File: src/rtl/lsu_pkg.sv
// Shared definitions for the memory-stage load/store bridge: funct3 codes,
// opcodes, FSM encoding and the store-side lane helpers.
package lsu_pkg;

  localparam logic [2:0] F3_B  = 3'b000;
  localparam logic [2:0] F3_H  = 3'b001;
  localparam logic [2:0] F3_W  = 3'b010;
  localparam logic [2:0] F3_BU = 3'b100;
  localparam logic [2:0] F3_HU = 3'b101;

  localparam logic [6:0] OP_LOAD  = 7'b0000011;
  localparam logic [6:0] OP_STORE = 7'b0100011;

  typedef enum logic [1:0] {
    ST_IDLE = 2'd0,
    ST_REQ  = 2'd1,
    ST_WAIT = 2'd2,
    ST_DONE = 2'd3
  } lsu_state_e;

  // Loads always fetch the whole word; only stores narrow the enables.
  function automatic logic [3:0] store_be(input logic [2:0] f3, input logic [1:0] a);
    logic [3:0] be;
    be = 4'b1111;
    case (f3)
      F3_B: be = 4'b0001 << a;
      F3_H: begin
        case (a)
          2'b00:   be = 4'b0011;
          2'b01:   be = 4'b0110;
          2'b10:   be = 4'b1100;
          default: be = 4'b1000;
        endcase
      end
      default: be = 4'b1111;
    endcase
    return be;
  endfunction

  function automatic logic [31:0] store_rotate(input logic [31:0] d, input logic [1:0] a);
    logic [31:0] r;
    case (a)
      2'b00:   r = d;
      2'b01:   r = {d[23:0], d[31:24]};
      2'b10:   r = {d[15:0], d[31:16]};
      default: r = {d[7:0], d[31:8]};
    endcase
    return r;
  endfunction

endpackage

File: src/rtl/lsu_load_align.sv
// Extracts the addressed byte/half from a read word and sign/zero-extends it;
// word loads and unrecognised funct3 values pass the word through.
module lsu_load_align
  import lsu_pkg::*;
(
  input  logic [2:0]  funct3,
  input  logic [1:0]  addr_lo,
  input  logic [31:0] word,
  output logic [31:0] result
);

  logic [7:0]  byte_sel;
  logic [15:0] half_sel;

  always_comb begin
    byte_sel = 8'h00;
    case (addr_lo)
      2'b00:   byte_sel = word[7:0];
      2'b01:   byte_sel = word[15:8];
      2'b10:   byte_sel = word[23:16];
      default: byte_sel = word[31:24];
    endcase
    // Halfword lane comes from a[1] alone; a[0] is don't-care.
    half_sel = addr_lo[1] ? word[31:16] : word[15:0];

    result = word;
    case (funct3)
      F3_B:    result = {{24{byte_sel[7]}}, byte_sel};
      F3_BU:   result = {24'h000000, byte_sel};
      F3_H:    result = {{16{half_sel[15]}}, half_sel};
      F3_HU:   result = {16'h0000, half_sel};
      default: result = word;
    endcase
  end

endmodule

File: src/rtl/lsu_mem_bridge.sv
// M-stage load/store unit driving a req/gnt + rvalid data memory port.
// Optional LSU_MISALIGN_CHK_EN: misaligned h/w accesses complete without a bus request.
module lsu_mem_bridge
  import lsu_pkg::*;
#(
  parameter int MAX_WAIT = 255,
  parameter int ADDR_W   = 32
) (
  input  logic              clk,
  input  logic              rst,
  input  logic              m_valid,
  input  logic              m_we,
  input  logic [2:0]        m_funct3,
  input  logic [ADDR_W-1:0] m_addr,
  input  logic [31:0]       m_wdata,
  output logic              stall_m,
  output logic [31:0]       load_data,
  output logic              done_m,
  output logic              bus_err,
`ifdef LSU_MISALIGN_CHK_EN
  output logic              misalign,
`endif
  output logic              mem_req,
  output logic              mem_we,
  output logic [ADDR_W-1:0] mem_addr,
  output logic [3:0]        mem_be,
  output logic [31:0]       mem_wdata,
  input  logic              mem_gnt,
  input  logic              mem_rvalid,
  input  logic [31:0]       mem_rdata
);

  lsu_state_e        state_q, state_d;
  logic              mem_req_q, mem_req_d;
  logic              mem_we_q, mem_we_d;
  logic [ADDR_W-1:0] mem_addr_q, mem_addr_d;
  logic [3:0]        mem_be_q, mem_be_d;
  logic [31:0]       mem_wdata_q, mem_wdata_d;
  logic [2:0]        funct3_q, funct3_d;
  logic [1:0]        addr_lo_q, addr_lo_d;
  logic [31:0]       load_data_q, load_data_d;
  logic              bus_err_q, bus_err_d;
  logic [7:0]        wait_cnt_q, wait_cnt_d;
  logic              misalign_q, misalign_d;
  logic              timeout;
  logic              is_misaligned;
  logic [31:0]       aligned_rdata;

  lsu_load_align u_load_align (
    .funct3  (funct3_q),
    .addr_lo (addr_lo_q),
    .word    (mem_rdata),
    .result  (aligned_rdata)
  );

  assign timeout = (wait_cnt_q == 8'(MAX_WAIT - 1));

  always_comb begin
    is_misaligned = 1'b0;
    if (m_funct3[1:0] == F3_H[1:0])
      is_misaligned = m_addr[0];
    else if (m_funct3 == F3_W)
      is_misaligned = (m_addr[1:0] != 2'b00);
  end

  always_comb begin
    state_d     = state_q;
    mem_req_d   = mem_req_q;
    mem_we_d    = mem_we_q;
    mem_addr_d  = mem_addr_q;
    mem_be_d    = mem_be_q;
    mem_wdata_d = mem_wdata_q;
    funct3_d    = funct3_q;
    addr_lo_d   = addr_lo_q;
    load_data_d = load_data_q;
    bus_err_d   = 1'b0;
    misalign_d  = 1'b0;
    wait_cnt_d  = wait_cnt_q;

    case (state_q)
      ST_IDLE: begin
        if (m_valid) begin
          mem_we_d    = m_we;
          mem_addr_d  = {m_addr[ADDR_W-1:2], 2'b00};
          mem_be_d    = m_we ? store_be(m_funct3, m_addr[1:0]) : 4'b1111;
          mem_wdata_d = store_rotate(m_wdata, m_addr[1:0]);
          funct3_d    = m_funct3;
          addr_lo_d   = m_addr[1:0];
          wait_cnt_d  = 8'd0;
`ifdef LSU_MISALIGN_CHK_EN
          if (is_misaligned) begin
            load_data_d = 32'h0;
            misalign_d  = 1'b1;
            state_d     = ST_DONE;
          end else begin
            mem_req_d = 1'b1;
            state_d   = ST_REQ;
          end
`else
          mem_req_d = 1'b1;
          state_d   = ST_REQ;
`endif
        end
      end
      ST_REQ: begin
        // A grant in the final allowed cycle still wins over the timeout.
        if (mem_gnt) begin
          mem_req_d  = 1'b0;
          wait_cnt_d = 8'd0;
          state_d    = mem_we_q ? ST_DONE : ST_WAIT;
        end else if (timeout) begin
          mem_req_d   = 1'b0;
          bus_err_d   = 1'b1;
          load_data_d = 32'h0;
          state_d     = ST_DONE;
        end else begin
          wait_cnt_d = wait_cnt_q + 8'd1;
        end
      end
      ST_WAIT: begin
        if (mem_rvalid) begin
          load_data_d = aligned_rdata;
          state_d     = ST_DONE;
        end else if (timeout) begin
          bus_err_d   = 1'b1;
          load_data_d = 32'h0;
          state_d     = ST_DONE;
        end else begin
          wait_cnt_d = wait_cnt_q + 8'd1;
        end
      end
      default: begin
        state_d = ST_IDLE;
      end
    endcase
  end

  always_ff @(posedge clk) begin
    if (rst) begin
      state_q     <= ST_IDLE;
      mem_req_q   <= 1'b0;
      mem_we_q    <= 1'b0;
      mem_addr_q  <= '0;
      mem_be_q    <= 4'b0000;
      mem_wdata_q <= 32'h0;
      funct3_q    <= 3'b000;
      addr_lo_q   <= 2'b00;
      load_data_q <= 32'h0;
      bus_err_q   <= 1'b0;
      wait_cnt_q  <= 8'd0;
      misalign_q  <= 1'b0;
    end else begin
      state_q     <= state_d;
      mem_req_q   <= mem_req_d;
      mem_we_q    <= mem_we_d;
      mem_addr_q  <= mem_addr_d;
      mem_be_q    <= mem_be_d;
      mem_wdata_q <= mem_wdata_d;
      funct3_q    <= funct3_d;
      addr_lo_q   <= addr_lo_d;
      load_data_q <= load_data_d;
      bus_err_q   <= bus_err_d;
      wait_cnt_q  <= wait_cnt_d;
      misalign_q  <= misalign_d;
    end
  end

  // The pipeline stays frozen from the first M cycle until the DONE cycle.
  assign stall_m   = (m_valid && state_q == ST_IDLE) || state_q == ST_REQ || state_q == ST_WAIT;
  assign done_m    = (state_q == ST_DONE);
  assign load_data = load_data_q;
  assign bus_err   = bus_err_q;
  assign mem_req   = mem_req_q;
  assign mem_we    = mem_we_q;
  assign mem_addr  = mem_addr_q;
  assign mem_be    = mem_be_q;
  assign mem_wdata = mem_wdata_q;
`ifdef LSU_MISALIGN_CHK_EN
  assign misalign  = misalign_q;
`else
  logic unused_misalign;
  assign unused_misalign = misalign_q ^ is_misaligned;
`endif

endmodule

File: config.mk
export PLATFORM = sky130hd
export DESIGN_NAME = lsu_mem_bridge
export DESIGN_NICKNAME = d
export VERILOG_FILES = /design/src/rtl/lsu_pkg.sv /design/src/rtl/lsu_load_align.sv /design/src/rtl/lsu_mem_bridge.sv
export SDC_FILE = /design/constraint.sdc
export NUM_CORES = 1
export LEC_CHECK = 0
export BUFFER_PORTS_ARGS = -buffer_cell sky130_fd_sc_hd__buf_2
export CAP_MARGIN = 25
export CORE_UTILIZATION = 50
export DETAILED_ROUTE_END_ITERATION = 8
export PLACE_DENSITY = 0.8
export SKIP_LAST_GASP = 1
export SYNTH_ARGS = -nofsm -noshare
export SYNTH_HDL_FRONTEND = slang
export SYNTH_HIERARCHICAL = 1
export SYNTH_SLANG_ARGS = --single-unit
File: constraint.sdc
create_clock -name clk -period 2.4 [get_ports clk]
set_input_delay 0.24 -clock clk [delete_from_list [all_inputs] [get_ports clk]]
set_output_delay 0.24 -clock clk [all_outputs]
set_load 0.05 [all_outputs]
==> impl_metrics.json <==
{
  "finalSetupTns_ns": 0,
  "cp.arrival_ns": 2.50,
  "worstPathMaxFanout": 8,
  "ys_ff_latch": 116,
  "clk_latency_ns": 0.41,
  "pin_count": 210,
  "die_area_um2": 12300,
  "first_pass_iters": 9,
  "synthArstFlopShare_pct": 0,
  "hold_class": "input port to flip-flop",
  "ys_types": 52,
  "multi_input_area_um2": 3250,
  "synth_seq_area_share_pct": 39.1,
  "stdcell_count": 1078,
  "finClkSkew_ns": 0.0120,
  "period_share_pct": 89.5,
  "port_buffers": 207,
  "path_buf_inv": 1,
  "core_um2": 11500,
  "crit_family": "simple AND/OR/NAND/NOR gates",
  "cts_root_buf": "clkbuf_16",
  "irDropWorstVdd_mv": 0.666,
  "drc": 20,
  "dp_hpwl_um": 11400,
  "tritoncts": "yes",
  "violations": "design-rule violations",
  "rsz0062_at_grt": "false",
  "post_cts_resize_count": 0,
  "clk_path_buf_depth": 2,
  "slowest_delay_ns": 0.52,
  "synth_most_common_cell": "nand2_1",
  "grt_pass1_vias": 5745,
  "grt.overflow.total": 0,
  "cts.sinks": 116,
  "worstMarginPinSlew_ns": 0.675,
  "cts.clk_slew.worst_paths_ns": 0.05,
  "antenna_found_initial": 0,
  "regArea_um2": 2320,
  "finalNetCount": 1038,
  "critPathKind": "flip-flop to flip-flop",
  "syn_avg_cell_area_um2": 7.97,
  "grt_pass1_wl_um": 28000,
  "critical_path.endpoint_type": "flip-flop",
  "detail-route-antenna-nets": 0,
  "synthCells": 746,
  "setup_violations": 0,
  "final_max_slew_viol_count": 0,
  "crit_chain": "inv_1 -> ha_1 -> and2_4 -> or3_1 -> or4_4 -> a21oi_2",
  "cts_made_buffers": 17,
  "start_kind": "flip-flop",
  "utilization_pct": 66.6,
  "drtIter0Drc": 701,
  "fmax_ghz": 0.466,
  "hp-start": "m_addr[5]",
  "synth.area.top_cells": "dfxtp_1 39%, nand2_1 12%, a21oi_1 7.8%",
  "vias": 6334,
  "globalplace.congestion": 0.888,
  "cts.hold.buffers_added": 0,
  "wl_per_cell_um": 15.8,
  "finalHoldViolCount": 0,
  "grt_use_met2_pct": 44.9,
  "yosysTopAreaCell": "dfxtp_1",
  "cts_setup_buffers": 0,
  "grt_util_met3_pct": 8.75,
  "fill_cells": 993,
  "max_cap_viol_count": 0,
  "dieHeight_um": 111,
  "dp.cells": 1046,
  "crit_start": "state_q[0]$_SDFFE_PP0P_",
  "synth_top_area_share_pct": 39.1,
  "busiest_layer": "met2",
  "start_util_pct": 51.6,
  "rows": 39,
  "synth_common_cells": "184 x nand2_1, 116 x dfxtp_1, 93 x a21oi_1, 45 x clkbuf_1, 40 x o21ai_0",
  "power_density_nw_per_um2": 870,
  "max_slew_margin_pct": 54.8,
  "drive_above_1_share_pct": 29.6,
  "rr_startpoint": "state_q[0]$_SDFFE_PP0P_",
  "syn_area_um2": 5950,
  "cp_data_required_time_ns": 2.75,
  "synth_edf_count": 0,
  "fin_crit_ns": 2.15,
  "ys.flop_type": "dfxtp_1",
  "n_antenna_cell": 0,
  "gr-usage-met1_pct": 34.3,
  "critPathSlowestCell": "or4_4",
  "htreeDepth": 4,
  "ys_warn_count": 6,
  "grt_util_all_layers_pct": 27.9,
  "status": "finished, violations left",
  "whs_ns": 0.0674,
  "areaGrowthSynthToFinish_pct": 28.9,
  "die-width_um": 111,
  "post_drt_via_cell_ratio": 5.88,
  "routed_wl_um": 17100,
  "leakage_nw": 3.39,
  "grt_max_degree": 76
}
## cells in the final DEF (no fill, tap or decap), types with 3 or more instances in the layout
master	count
a211oi_1	5
a21oi_1	92
a221oi_1	3
a222oi_1	32
a22o_1	32
a311oi_1	8
and3_1	3
buf_12	3
buf_2	207
buf_4	16
clkbuf_16	17
clkbuf_8	8
clkinv_2	3
dfxtp_1	116
ha_1	10
inv_1	17
mux2i_1	3
mux4_1	7
nand2_1	183
nand3_1	4
nor2_1	38
nor2b_1	13
nor3_1	8
o21ai_0	40
o221ai_1	3
o221ai_2	4
o22ai_1	17
## metrics by stage
stage | power (W) | instance area [µm²] | setup slack (ns)
finish | 0.00667 | 7670 | 0.252
global route | 0.00697 | 7670 | 0.113
CTS | 0.00670 | 7670 | 0.258
detailed placement | 0.00408 | 7040 | 0.274
global placement | 0.00406 | 7040 | 0.324
floorplan | 0.00359 | 5950 | 0.407
## area by class of cell
class                      count  area share, %
multi-input combinational    542           42.4
tap                          143           2.33
sequential                   116           30.3
timing repair buffer         226           15.9
clock inverter                 7           1.19
inverter                      19          0.930
clock buffer                  25           6.99
## power breakdown
group / total, W / switching [W] / internal [W]
clock network: 0.00260 / 0.000857 / 0.00174
logic: 0.00189 / 0.00131 / 0.000576
registers: 0.00218 / 0.0000985 / 0.00208
total: 0.00667 / 0.00227 / 0.00440
## final timing paths
path,end,slack (ns),depth (start not counted)
hold / removal,mem_addr[5]$_SDFFE_PP0P_,0.07,3
hold reg to reg,mem_wdata[11]$_SDFFE_PP0P_,0.45,2
setup / recovery,wait_cnt_q[0]$_SDFFE_PP0P_,0.25,6
setup reg to reg,wait_cnt_q[0]$_SDFFE_PP0P_,0.25,6
## tightest hold or removal path, delay by kind of cell
kind	cells	cell delay, ns
buffers and inverters	1	0.10
AND/OR/NAND/NOR	1	0.05
AO/OA/AOI/OAI	1	0.05
## kinds of logic (layout without fill, tap and decap cells)
kind of cell / after synthesis / count (layout) / synth area share [%]
muxes: 12 / 12 / 4.10
other: 1 / 2 / 0.0631
and+or+nand+nor: 263 / 263 / 18.4
AOI/OAI and AO/OA: 254 / 254 / 29.4
adders and majority gates: 11 / 11 / 2.31
DFF: 116 / 116 / 39.1
buffers and inverters: 89 / 277 / 6.71
## flip-flops by register name, summed over array words and instances (netlist names)
register / cells
bus_err: 1
load_data: 32
addr_lo_q: 2
mem_req: 1
mem_be: 4
mem_we: 1
wait_cnt_q: 8
state_q: 2
mem_addr: 30
mem_wdata: 32
funct3_q: 3
## layer usage
metal	wire, µm	vias to the layer above
met1	7150	2927
li1	-	3055
met2	7920	308
met3	1510	44
met5	0	-
met4	471	0
(Power assumes the default switching activity.)
